===== src/rtl/mem_access_unit_pkg.sv =====
// rtl/mem_access_unit_pkg.sv - shared types and helpers for the memory access unit
package mem_access_unit_pkg;

    // Sequencer states: one byte cycle per half of a wide transfer, then a response slot.
    typedef enum logic [1:0] {
        IDLE    = 2'd0,
        BYTE_LO = 2'd1,
        BYTE_HI = 2'd2,
        RESP    = 2'd3
    } mau_state_t;

    // Width of a down-counter that must hold values 0..wait_states (never below 1 bit).
    function automatic int timer_width(input int wait_states);
        return (wait_states > 0) ? $clog2(wait_states + 1) : 1;
    endfunction

endpackage


===== src/rtl/mem_access_unit_wait_timer.sv =====
// rtl/mem_access_unit_wait_timer.sv - loadable down-counter pacing each byte cycle
module wait_timer
    import mem_access_unit_pkg::*;
#(
    parameter int WAIT_STATES = 0
) (
    input  logic clk,
    input  logic rst_n,
    input  logic load_i,
    output logic done_o
);

    localparam int CNT_W = timer_width(WAIT_STATES);

    logic [CNT_W-1:0] cnt_q;
    logic [CNT_W-1:0] cnt_d;

    // Reload on byte-cycle entry, otherwise count down and rest at zero.
    always_comb begin
        cnt_d = cnt_q;
        if (load_i) begin
            cnt_d = CNT_W'(WAIT_STATES);
        end else if (cnt_q != '0) begin
            cnt_d = cnt_q - CNT_W'(1);
        end
    end

    // Counter register.
    always_ff @(posedge clk or negedge rst_n) begin
        if (!rst_n) begin
            cnt_q <= '0;
        end else begin
            cnt_q <= cnt_d;
        end
    end

    // Zero means the current cycle is the last one of the byte cycle.
    assign done_o = (cnt_q == '0);

endmodule


===== src/rtl/mem_access_unit.sv =====
// rtl/mem_access_unit.sv - byte-wide SRAM sequencer for 8/16-bit read/write requests
module mem_access_unit
    import mem_access_unit_pkg::*;
#(
    parameter int ADDR_W      = 16,
    parameter int DATA_W      = 8,
    parameter int WAIT_STATES = 0
) (
    input  logic                clk,
    input  logic                rst_n,
    input  logic                req_valid,
    output logic                req_ready,
    input  logic                req_write,
    input  logic                req_wide,
    input  logic [ADDR_W-1:0]   req_addr,
    input  logic [2*DATA_W-1:0] req_wdata,
    output logic                resp_valid,
    output logic [2*DATA_W-1:0] resp_rdata,
    output logic [ADDR_W-1:0]   mem_addr,
    output logic [DATA_W-1:0]   mem_wdata,
    input  logic [DATA_W-1:0]   mem_rdata,
    output logic                mem_re,
    output logic                mem_we
);

    mau_state_t state_q;
    mau_state_t state_d;

    logic                accept;
    logic                tmr_load;
    logic                tmr_done;

    logic                write_q;
    logic                wide_q;
    logic [ADDR_W-1:0]   addr_q;
    logic [2*DATA_W-1:0] wdata_q;

    logic                cur_write;
    logic [ADDR_W-1:0]   cur_addr;
    logic [2*DATA_W-1:0] cur_wdata;

    logic [2*DATA_W-1:0] rdata_q;
    logic [2*DATA_W-1:0] rdata_d;
    logic [ADDR_W-1:0]   mem_addr_q;
    logic [ADDR_W-1:0]   mem_addr_d;
    logic [DATA_W-1:0]   mem_wdata_q;
    logic [DATA_W-1:0]   mem_wdata_d;
    logic                mem_re_q;
    logic                mem_re_d;
    logic                mem_we_q;
    logic                mem_we_d;

    assign accept = req_valid && (state_q == IDLE);

    // The accepting edge must already drive the first strobe, so the registered
    // memory outputs see the incoming request directly rather than the latched copy.
    assign cur_write = accept ? req_write : write_q;
    assign cur_addr  = accept ? req_addr  : addr_q;
    assign cur_wdata = accept ? req_wdata : wdata_q;

    // Every entry into a byte cycle restarts the wait count.
    assign tmr_load = ((state_d == BYTE_LO) || (state_d == BYTE_HI)) && (state_d != state_q);

    wait_timer #(
        .WAIT_STATES (WAIT_STATES)
    ) u_wait_timer (
        .clk    (clk),
        .rst_n  (rst_n),
        .load_i (tmr_load),
        .done_o (tmr_done)
    );

    // State register.
    always_ff @(posedge clk or negedge rst_n) begin
        if (!rst_n) begin
            state_q <= IDLE;
        end else begin
            state_q <= state_d;
        end
    end

    // Next-state logic: byte cycles advance only on the last wait cycle.
    always_comb begin
        state_d = state_q;
        unique case (state_q)
            IDLE:    if (req_valid) state_d = BYTE_LO;
            BYTE_LO: if (tmr_done)  state_d = wide_q ? BYTE_HI : RESP;
            BYTE_HI: if (tmr_done)  state_d = RESP;
            RESP:                   state_d = IDLE;
            default:                state_d = IDLE;
        endcase
    end

    // Output logic: next values of the registered SRAM pins and read-data capture.
    always_comb begin
        mem_re_d    = 1'b0;
        mem_we_d    = 1'b0;
        mem_addr_d  = mem_addr_q;
        mem_wdata_d = mem_wdata_q;
        rdata_d     = rdata_q;

        unique case (state_d)
            BYTE_LO: begin
                mem_re_d    = !cur_write;
                mem_we_d    = cur_write;
                mem_addr_d  = cur_addr;
                mem_wdata_d = cur_wdata[DATA_W-1:0];
            end
            BYTE_HI: begin
                mem_re_d    = !cur_write;
                mem_we_d    = cur_write;
                mem_addr_d  = cur_addr + ADDR_W'(1);
                mem_wdata_d = cur_wdata[2*DATA_W-1:DATA_W];
            end
            default: begin
                mem_re_d = 1'b0;
                mem_we_d = 1'b0;
            end
        endcase

        // Reads sample the SRAM on the final cycle of each byte cycle; a narrow
        // read clears the high byte at the same moment so the result is whole.
        if (!write_q && tmr_done) begin
            if (state_q == BYTE_LO) begin
                rdata_d[DATA_W-1:0] = mem_rdata;
                if (!wide_q) begin
                    rdata_d[2*DATA_W-1:DATA_W] = '0;
                end
            end else if (state_q == BYTE_HI) begin
                rdata_d[2*DATA_W-1:DATA_W] = mem_rdata;
            end
        end
    end

    // Request latch, loaded only on the accepting handshake.
    always_ff @(posedge clk or negedge rst_n) begin
        if (!rst_n) begin
            write_q <= 1'b0;
            wide_q  <= 1'b0;
            addr_q  <= '0;
            wdata_q <= '0;
        end else if (accept) begin
            write_q <= req_write;
            wide_q  <= req_wide;
            addr_q  <= req_addr;
            wdata_q <= req_wdata;
        end
    end

    // Registered SRAM pins and response data; reset drops the strobes at once.
    always_ff @(posedge clk or negedge rst_n) begin
        if (!rst_n) begin
            mem_re_q    <= 1'b0;
            mem_we_q    <= 1'b0;
            mem_addr_q  <= '0;
            mem_wdata_q <= '0;
            rdata_q     <= '0;
        end else begin
            mem_re_q    <= mem_re_d;
            mem_we_q    <= mem_we_d;
            mem_addr_q  <= mem_addr_d;
            mem_wdata_q <= mem_wdata_d;
            rdata_q     <= rdata_d;
        end
    end

    assign req_ready  = (state_q == IDLE);
    assign resp_valid = (state_q == RESP);
    assign resp_rdata = rdata_q;
    assign mem_addr   = mem_addr_q;
    assign mem_wdata  = mem_wdata_q;
    assign mem_re     = mem_re_q;
    assign mem_we     = mem_we_q;

endmodule


===== config.mk =====
export PLATFORM = sky130hd
export DESIGN_NAME = mem_access_unit
export DESIGN_NICKNAME = d
export VERILOG_FILES = /design/src/rtl/mem_access_unit_pkg.sv /design/src/rtl/mem_access_unit_wait_timer.sv /design/src/rtl/mem_access_unit.sv
export SDC_FILE = /design/constraint.sdc
export NUM_CORES = 1
export LEC_CHECK = 0
export CAP_MARGIN = 10
export CORE_UTILIZATION = 35
export DETAILED_ROUTE_END_ITERATION = 8
export SETUP_SLACK_MARGIN = 0.4
export SKIP_LAST_GASP = 1
export SLEW_MARGIN = 20
export SYNTH_ARGS = -nofsm -noshare
export SYNTH_HDL_FRONTEND = slang
export SYNTH_SLANG_ARGS = --single-unit

===== constraint.sdc =====
create_clock -name clk -period 4.5 [get_ports clk]
set_clock_uncertainty 0.2 [all_clocks]
set_input_delay 1.35 -clock clk [delete_from_list [all_inputs] [get_ports clk]]
set_output_delay 1.35 -clock clk [all_outputs]
set_load 0.01 [all_outputs]

# [After elaboration in Yosys (flattened, before gate mapping)]
# Index checks and enable logic that the tools add are counted.
[word_totals] regBits=79 out_inout_bits=44 word_cells=51 in_bits=45
[classes] bitwise=1 n_reduce_logical=12 muxes=17 eq_ne=7 addsub=2
[op_table] operator="$mux 16" n=2
[op_table] operator="$pmux 16 s2" n=1
[op_table] operator="$mux 8" n=3
[op_table] operator="$add 16x1->16 const B" n=1
[op_table] operator="$pmux 8 s2" n=1
[op_table] operator="$pmux 2 s4" n=1
[op_table] operator="$eq 2x2->1 const B" n=3
[op_table] operator="$mux 1" n=6
[op_table] operator="$mux 2" n=3
[op_table] operator="$eq 2x1->1 const B" n=2
[op_table] operator="$reduce_bool 2->1" n=2
[op_table] operator="$logic_and 1x1->1" n=3
[op_table] operator="$reduce_and 3->1" n=1
[op_table] operator="$logic_not 1->1" n=2
[op_table] operator="$logic_not 2->1" n=1
[op_table] operator="$ne 2x2->1" n=1
[op_table] operator="$ne 2x2->1 const B" n=1
[op_table] operator="$reduce_and 2->1" n=1
[op_table] operator="$reduce_or 2->1" n=1
[op_table] operator="$logic_or 1x1->1" n=1
[op_table] operator="$not 1->1" n=1
[op_table] operator="$sub 1x1->1 const B" n=1

# [Logic depth before layout (Yosys ltp)]
# Gate-level depths: netlist of run 1.
[logic_depth] ltp_word=7 mapped_depth=13 mapped_depth_nobuf=11

# [Hierarchy]
# From an unflattened synthesis of run 1, not the netlist that was laid out.
[unflattened] cells_unflattened=383 hier_area_um2=3580.9
[by_module_without_submodules] module="mem_access_unit" area_each_um2=3569.7 seq_area_each_um2=1951.9 instances=1 cells_each=381
[by_module_without_submodules] module="wait_timer" area_each_um2=11.3 seq_area_each_um2=0.0 instances=1 cells_each=2

# [Worst setup path before layout of run 1]
# No wires, ideal clock.
[synth_path] path_kind="input to register" startpoint="input req_valid" endpoint="register mem_addr_q[14] (netlist: mem_addr[14])" cell_stages=11 path_slack_ns=1.105 t_required_ns=4.205 arrival_time_ns=3.100 setup_ns=0.095 path_buffers=2 cell_sequence="buf_6 > nand2_1 > clkbuf_1 > nand2_1 > nand2_1 > ha_1 > nand2_1 > a21oi_2 > nand3_2 > o31a_1 > o31ai_1"
[synth_between] elab_chain_cells=4 word_cells_on_any_way=9 classes_between="add/sub (1); eq/ne (2); mux (4); reduce/logical (2)"
[synth_lines] item="start, declared" line="mem_access_unit.sv:11" rtl="input logic req_valid,"
[synth_lines] item="$logic_and 1x1->1" line="mem_access_unit.sv:53" rtl="assign accept = req_valid && (state_q == IDLE);"
[synth_lines] item="$mux 16"
[synth_lines] item="via cur_addr[0]" line="mem_access_unit.sv:39" rtl="logic [ADDR_W-1:0] cur_addr;"
[synth_lines] item="$add 16x1->16" line="mem_access_unit.sv:112" rtl="mem_addr_d = cur_addr + ADDR_W'(1);"
[synth_lines] item="$pmux 16 s2" line="mem_access_unit.sv:102" rtl="unique case (state_d)"
[synth_lines] item="end signal, assigned" line="mem_access_unit.sv:161" rtl="mem_addr_q <= mem_addr_d;"
[synth_lines] item="end, declared" line="mem_access_unit.sv:44" rtl="logic [ADDR_W-1:0] mem_addr_q;"
# The timed path passes the listed nets, and every way through them passes these cells.
# A chain may end at the register's enable or synchronous reset.

# [Worst setup path in the final report of run 1]
# Ends and elaborated chain as after synthesis.

==> results.ini, run 1 <==
[layout]
layout.nets=471
fill_cells=914
seqCellArea_um2=1950
multi_input_area_um2=1500
layout-drive-gt1-share_pct=16.5
n_antenna_cell=0
syn_to_final_growth_pct=35.3
final_cells=556

[routing]
vias_per_cell=4.85
drt_iter0_drc=54
wl_per_cell_um=14.7
routed_wl_mm=8.19
drc=0
dr.pass1.iters=4
vias=2695
ant_nets=0

[die]
io_pins=89
dieArea_um2=10700
start_util_pct=36.4
placementRows=36
die_w_um=103
core_um2=9860
die_y_um=103

[timing]
fin_ws_ns=0.771
setup_viol=0
fin_crit_sh_pct=82.9
max_freq_mhz=268
hold_ws_ns=0.285
max_slew_margin_pct=42.7
worst_pin_slew_ns=0.858
finalHoldViolCount=0
rsz0062_at_grt=no
final.setup.tns_ns=0
fin_crit_ns=3.73
slew_violations=0

[clock_tree]
cts_made_buffers=9
post-cts-setup-buffers=0
htree_levels=3
ctsResizeCount=0
cts_tree=built
clk_path_buf_depth=2
clock-sinks=78
clock_latency_ns=0.34
path_clk_slew_ns=0.08
postCtsHoldBufs=0
cts_root_buf=clkbuf_8

[placement]
gp_congestion=0.797
post-place-ws_ns=0.371
portBuffers=88
dp_hpwl_mm=5.73
dp_cells=541

[synthesis]
synthTopCellsByArea=dfrtp_1, mux2_2, nand2_1, ha_1, o21ai_0
yosys-top-cells-count=dfrtp_1, nand2_1, mux2_2, inv_1, o21ai_0
synth_edf_count=0
synth_warnings=0
synth_top_area_share_pct=54.3
synth_top_flop_cell=dfrtp_1
yosys.area.top_type=dfrtp_1
ys_seq_area_share_pct=54.3
ys_seq_elements=78
synth_area_per_cell_um2=10.9
netlist_instances=330
yosysUniqueCellTypes=46
synth_area_um2=3590
synth_fp_nets=382
yosysMostFrequentCell=dfrtp_1
ys_async_sr_fraction_pct=100

[job]
maxCapViolations=0

[worst_hold_path]
hp-class=reg -> reg

[setup_path]
cp-end-kind=flop
cpMaxStageDelayCell=clkdlybuf4s50_1
critPathTopFamily=simple AND/OR/NAND/NOR gates
cp-start-kind=primary input
cp_cell_sequence=clkdlybuf4s50_1, and2_4, nand2_1, nand2_1, ha_1, nand2_1, a21oi_2, nand3_2, o31a_1, o31ai_1
arrival_ns=3.78
cpPeakStageDelay_ns=0.64
worst_path_most_repeated_cell=nand2_1
cp_max_fo=21
path_class=in -> reg
crit_required_ns=4.55
critPathBufInv=1

[grt]
antenna_found_initial=0
grt_max_degree=79
grt_pass1_vias=2646
grt-ovfl-total=0
grt_usage_pct=16.7
grt_first_pass_wirelength_mm=13.2

[pwr]
p_leak_nw=2.14
peakVddDrop_mv=0.432
p_per_area_nw_per_um2=844

[run_status]
status=complete, no violations

-- cell usage in the layout, fill, tap and decap left out, types with 2 or more instances in the layout --
cell type / instances
clkdlybuf4s50_1: 87
dfrtp_1: 78
nand2_1: 69
mux2_2: 35
inv_1: 16
o21ai_0: 16
clkbuf_8: 12
nor2_1: 9
nand4_1: 8
nand3b_1: 8
nor3_1: 7
and3_1: 7
ha_1: 7
mux2i_1: 5
xor2_1: 5
buf_4: 5
o31ai_1: 4
nand3_1: 3
a31oi_1: 3
bufinv_16: 3
mux2i_2: 2
nor2b_1: 2
o21ai_2: 2
a21oi_1: 2
xnor2_1: 2
a211oi_1: 2
o31a_1: 2
nor4_1: 2
o21a_1: 2
-- path summary, 6_finish.rpt --
check / from / slack, ns / cells past startpoint / to
worst max-delay path: req_valid / 0.77 / 10 / mem_addr[14]
worst min-delay path: mem_addr[0] / 0.28 / 2 / mem_addr[0]
worst max register to register: state_q[0] / 1.48 / 11 / mem_addr[14]
worst min register to register: mem_addr[0] / 0.28 / 2 / mem_addr[0]
max in group asynchronous: rst_n / 2.75 / 1 / state_q[0]
min in group asynchronous: rst_n / 0.82 / 1 / mem_addr[3]
-- through the flow --
| step | util [%] | total power [mW] | area (um2) |
|---|---|---|---|
| after floorplan | - | 2.65 | 3590 |
| after global placement | 46.7 | 3.45 | 4600 |
| after detailed placement | 46.7 | 3.50 | 4600 |
| after CTS | 49.2 | 4.18 | 4860 |
| after global routing | 49.3 | 4.48 | 4860 |
| final | 49.3 | 4.10 | 4860 |
-- flip-flops by register name (all words and copies together), names as in the netlist --
signal / flops
mem_we: 1
resp_rdata: 16
write_q: 1
wdata_q: 16
addr_q: 16
wide_q: 1
state_q: 2
mem_re: 1
mem_wdata: 8
mem_addr: 16
-- per-layer routing --
layer  up-vias  part of all wire (%)  global-route usage, %
met1      1301                    49                   22.8
met2        73                    45                   26.5
li1       1312                     -                      -
met4         0                   1.7                   6.83
met5         -                     0                      0
met3         9                   4.2                   2.69
-- cells by family (layout without fill, tap and decap cells) --
logic type                 after synthesis  after routing  synth area share, %
AOI/OAI and AO/OA                       42             42                 8.22
DFF                                     78             78                 54.3
xor gates and xnor gates                 7              7                 1.71
buffers and inverters                   32            125                 3.94
and+or+nand+nor                        121            121                 15.8
muxes                                   43             43                 13.5
adders and majority gates                7              7                 2.44
-- cell type report --
cell class	count	share of cell area, %
Tap cell	133	3.42
Sequential cell	78	40.2
Multi-Input combinational cell	220	30.9
Clock buffer	12	3.40
Inverter	17	1.31
Clock inverter	3	1.85
Timing Repair Buffer	93	18.9
-- worst min-delay path, delay by kind of cell, from the launching register on --
kind / cells / cell delay [ns]
flip-flops: 1 / 0.35
AND/OR/NAND/NOR: 1 / 0.05
AO/OA/AOI/OAI: 1 / 0.05
-- where the power goes --
part           internal (mW)  leakage (nW)  switching (mW)
sequential              1.08         0.948           0.172
combinational           1.05          1.07            1.15
clock                  0.411         0.129           0.248
total                   2.54          2.14            1.57
Power figures use the tool's default switching activity.
==> inputs of run 2 (changes only) <==
==> constraint.sdc (replaced) <==
create_clock -name clk -period 3.78 [get_ports clk]
set_clock_uncertainty 0.2 [all_clocks]
set_input_delay 1.134 -clock clk [delete_from_list [all_inputs] [get_ports clk]]
set_output_delay 1.134 -clock clk [all_outputs]
set_load 0.01 [all_outputs]
==> results.ini, run 2 (same netlist as run 1, synthesis figures left out) <==
[die]
die_w_um=103
dieArea_um2=10700
die_y_um=103
start_util_pct=36.4
io_pins=89
placementRows=36
core_um2=9860

[pwr]
peakVddDrop_mv=0.612
p_per_area_nw_per_um2=992
p_leak_nw=2.14
p_total_mw=4.83

[setup_path]
critPathTopFamily=buffers and inverters
crit_required_ns=2.45
reg2reg_from=state_q[1]
cp-start-kind=flop
cpPeakStageDelay_ns=0.61
path_class=reg -> out
cp-end-kind=output port
arrival_ns=1.88
timing.rr.end=mem_addr[14]
cpMaxStageDelayCell=clkdlybuf4s50_1
cp_cell_sequence=inv_1, ha_1, clkdlybuf4s50_1
cp_max_fo=8
reg2regPathDepth=11
critPathBufInv=2
ff2ff_setup_slack_ns=0.95

[clock_tree]
path_clk_slew_ns=0.09
cts_made_buffers=9
clock_latency_ns=0.35
clock-sinks=78
cts_tree=built
htree_levels=3
clk_path_buf_depth=2
cts_root_buf=clkbuf_8

[routing]
vias_per_cell=4.84
routed_wl_mm=8.37
drt_iter0_drc=97
ant_nets=0
dr.pass1.iters=4
vias=2703
drc=0
wl_per_cell_um=15.0

[timing]
rsz0062_at_grt=no
slew_violations=0
fin_ws_ns=0.563
final.setup.tns_ns=0
max_freq_mhz=311
max_slew_margin_pct=42.9
finalHoldViolCount=0
fin_crit_ns=3.22
fin_crit_sh_pct=85.1
worst_pin_slew_ns=0.855
setup_viol=0

[worst_hold_path]
min_path_cells=2
hp-start=mem_wdata[3]
hp-class=reg -> reg
hold_end=mem_wdata[3]

[placement]
post-place-ws_ns=0.246
gp_congestion=0.748
dp_hpwl_mm=5.83
portBuffers=88

[layout]
fill_cells=912
final_common_cell=clkdlybuf4s50_1
final_cell_mix=clkdlybuf4s50_1, dfrtp_1, nand2_1
layout-drive-gt1-share_pct=16.9
layout.nets=473
syn_to_final_growth_pct=35.5
n_antenna_cell=0

[grt]
grt_usage_pct=17.2
grt_first_pass_wirelength_mm=13.8
grt-ovfl-total=0
antenna_found_initial=0
grt_pass1_vias=2796
grt_max_degree=79

[run_status]
status=complete, no violations

[job]
maxCapViolations=0

## run 2: changes by cell type in the layout (fill, tap and decap cells not counted)
cell,before,now
mux2i_2,2,1
clkinv_2,0,1
clkbuf_1,0,1
clkinvlp_4,0,2
buf_4,5,7
clkbuf_8,12,9
mux2i_4,0,1
## run 2: power breakdown
| part | total, mW | leakage [nW] | internal [mW] | switching [mW] |
|---|---|---|---|---|
| clock network | 0.752 | 0.112 | 0.438 | 0.314 |
| logic | 2.59 | 1.08 | 1.23 | 1.36 |
| registers | 1.49 | 0.948 | 1.28 | 0.205 |
## run 2: worst register-to-register path: stages (launching register included)
cell and delay [ns]:
dfrtp_1 0.38, inv_1 0.09, ha_1 0.32, nor2b_1 0.19, nor3_1 0.14, a21o_1 0.13, ha_1 0.22, nand2_1 0.13
a21oi_2 0.20, nand3_2 0.19, o31a_1 0.34, o31ai_1 0.21
## run 2: through the flow
stage                     hold slack, ns  util [%]  cell area, um2  instances
final                              0.279      49.3            4870        559
after global routing               0.302      49.3            4870        559
after CTS                          0.285      49.2            4850        559
after detailed placement           0.263      46.8            4620        543
after global placement             0.260      46.8            4620        543
after floorplan                    0.267         -            3590        330
## run 2: worst max-delay path by stage
stage               slack [ns]        from  depth (start not counted)           end
detailed placement        0.25   req_valid                          9  mem_addr[15]
global placement          0.30   req_valid                         10  mem_addr[14]
CTS                       0.55  state_q[0]                          3     req_ready
finish                    0.56  state_q[0]                          3     req_ready
global route              0.41   req_valid                         10  mem_addr[14]
floorplan                 0.60   req_valid                         11  mem_addr[14]
## run 2: cell type report
type | count | area, um2 | share of cell area [%]
flip-flops and latches | 78 | 1950 | 40.1
multi-input cells | 220 | 1510 | 31.1
repair buffers | 95 | 935 | 19.2
well taps | 133 | 166 | 3.42
clock buffers | 10 | 128 | 2.62
clock inverters | 6 | 110 | 2.26
inverters | 17 | 63.8 | 1.31
## run 2: repair_timing
action	4_1_cts	5_1_grt
gates resized for setup	0	1
setup endpoints to repair	0	1
buffers inserted	0	0
hold buffers	0	0
## run 2: routing by layer
metal,wire length (um),vias up,global-route usage [%]
li1,-,1311,-
met1,3900,1317,22.3
met2,4030,73,28.4
met3,391,2,4.97
met4,51,0,4.44
met5,0,-,0
==> inputs of run 3 (changes only) <==
--- a/config.mk
+++ b/config.mk
@@ -5,10 +5,8 @@
 export SDC_FILE = /design/constraint.sdc
 export NUM_CORES = 1
 export LEC_CHECK = 0
-export CAP_MARGIN = 10
 export CORE_UTILIZATION = 35
 export DETAILED_ROUTE_END_ITERATION = 8
-export SETUP_SLACK_MARGIN = 0.4
 export SKIP_LAST_GASP = 1
 export SLEW_MARGIN = 20
 export SYNTH_ARGS = -nofsm -noshare
==> results.ini, run 3 (same netlist as run 1, synthesis figures left out) <==
[run_status]
status=complete, no violations

[timing]
finalHoldViolCount=0
fin_crit_sh_pct=85.2
max_freq_mhz=310
fin_ws_ns=0.559
final.setup.tns_ns=0
fin_crit_ns=3.22
worst_pin_slew_ns=0.854
rsz0062_at_grt=no
slew_violations=0
setup_viol=0
max_slew_margin_pct=42.9

[clock_tree]
htree_levels=3
path_clk_slew_ns=0.09
clk_path_buf_depth=2
post-cts-setup-buffers=0
ctsResizeCount=0
clock_latency_ns=0.35
cts_made_buffers=9
postCtsHoldBufs=0
cts_root_buf=clkbuf_8
clock-sinks=78
cts_tree=built

[routing]
vias_per_cell=4.84
vias=2707
drt_iter0_drc=95
dr.pass1.iters=4
routed_wl_mm=8.39
ant_nets=0
drc=0
wl_per_cell_um=15.0

[grt]
grt_pass1_vias=2796
grt_max_degree=79
grt-ovfl-total=0
grt_usage_pct=17.2
grt_first_pass_wirelength_mm=13.8
antenna_found_initial=0

[layout]
final_cells=559
postLayoutCoreUtil_pct=49.3
final_common_cell=clkdlybuf4s50_1
final_cell_mix=clkdlybuf4s50_1, dfrtp_1, nand2_1
n_antenna_cell=0
layout.nets=473
syn_to_final_growth_pct=35.2
layout-drive-gt1-share_pct=16.9

[setup_path]
cpMaxStageDelayCell=clkdlybuf4s50_1
critPathTopFamily=buffers and inverters
critPathBufInv=2
cp_cell_sequence=inv_1, ha_1, clkdlybuf4s50_1
path_class=reg -> out
arrival_ns=1.89
crit_required_ns=2.45
cpPeakStageDelay_ns=0.61
critPathLaunch=state_q[0]
reg2regPathDepth=11
crit_end=req_ready
cp-start-kind=flop
ff2ff_setup_slack_ns=0.88
cp_max_fo=8
cp-end-kind=output port
timing.rr.end=mem_addr[13]
path_depth=3
reg2reg_from=state_q[1]

[placement]
dp_hpwl_mm=5.83
dp_cells=543
portBuffers=88
gp_congestion=0.748
post-place-ws_ns=0.246

[die]
die_y_um=103
dieArea_um2=10700
io_pins=89
die_w_um=103
start_util_pct=36.4
core_um2=9860
placementRows=36

[pwr]
p_leak_nw=2.14
p_per_area_nw_per_um2=994
peakVddDrop_mv=0.617

[job]
maxCapViolations=0

[worst_hold_path]
hp-class=reg -> reg

run 3: changes by cell type in the layout (fill, tap and decap cells not counted):
cell     change
mux2i_4      -1
mux2i_2      +1
run 3: how the worst min path moves through the flow:
stage / cells past startpoint / from / to / slack [ns]
2_1_floorplan: 1 / wdata_q[10] / wdata_q[10] / 0.27
3_3_place_gp: 2 / mem_wdata[3] / mem_wdata[3] / 0.26
3_5_place_dp: 2 / mem_wdata[3] / mem_wdata[3] / 0.26
4_1_cts: 2 / mem_wdata[3] / mem_wdata[3] / 0.28
5_1_grt: 2 / mem_wdata[6] / mem_wdata[6] / 0.30
6_report: 2 / mem_wdata[3] / mem_wdata[3] / 0.28
run 3: cell type report:
class | count | area (um2)
tap | 133 | 166
clock buffer | 10 | 128
inverter | 17 | 63.8
fill | 914 | 5010
multi-input combinational | 220 | 1500
timing repair buffer | 95 | 935
sequential | 78 | 1950
clock inverter | 6 | 110
run 3: report_power, final:
group,leakage [nW],internal [mW],switching [mW]
logic,1.08,1.23,1.36
clock network,0.112,0.438,0.315
registers,0.948,1.28,0.205
run 3: metrics by stage:
stage	cell area, um2	power (mW)	hold slack, ns
after floorplan	3590	3.15	0.267
after global placement	4620	4.09	0.260
after detailed placement	4620	4.13	0.263
after CTS	4850	4.91	0.285
after global routing	4860	5.28	0.302
final	4860	4.83	0.279
run 3: tightest hold or removal path, stage by stage (launching register included):
cell and delay [ns]:
dfrtp_1 0.35, nand2_1 0.05, nand2_1 0.05
run 3: routing by layer:
layer / GRT usage [%] / up-vias / wire [um] / part of all wire (%)
met3: 4.97 / 4 / 385 / 4.6
met5: 0 / - / 0 / 0
met1: 22.3 / 1320 / 3880 / 46
met4: 4.44 / 0 / 55 / 0.66
met2: 28.4 / 73 / 4060 / 48
li1: - / 1310 / - / -
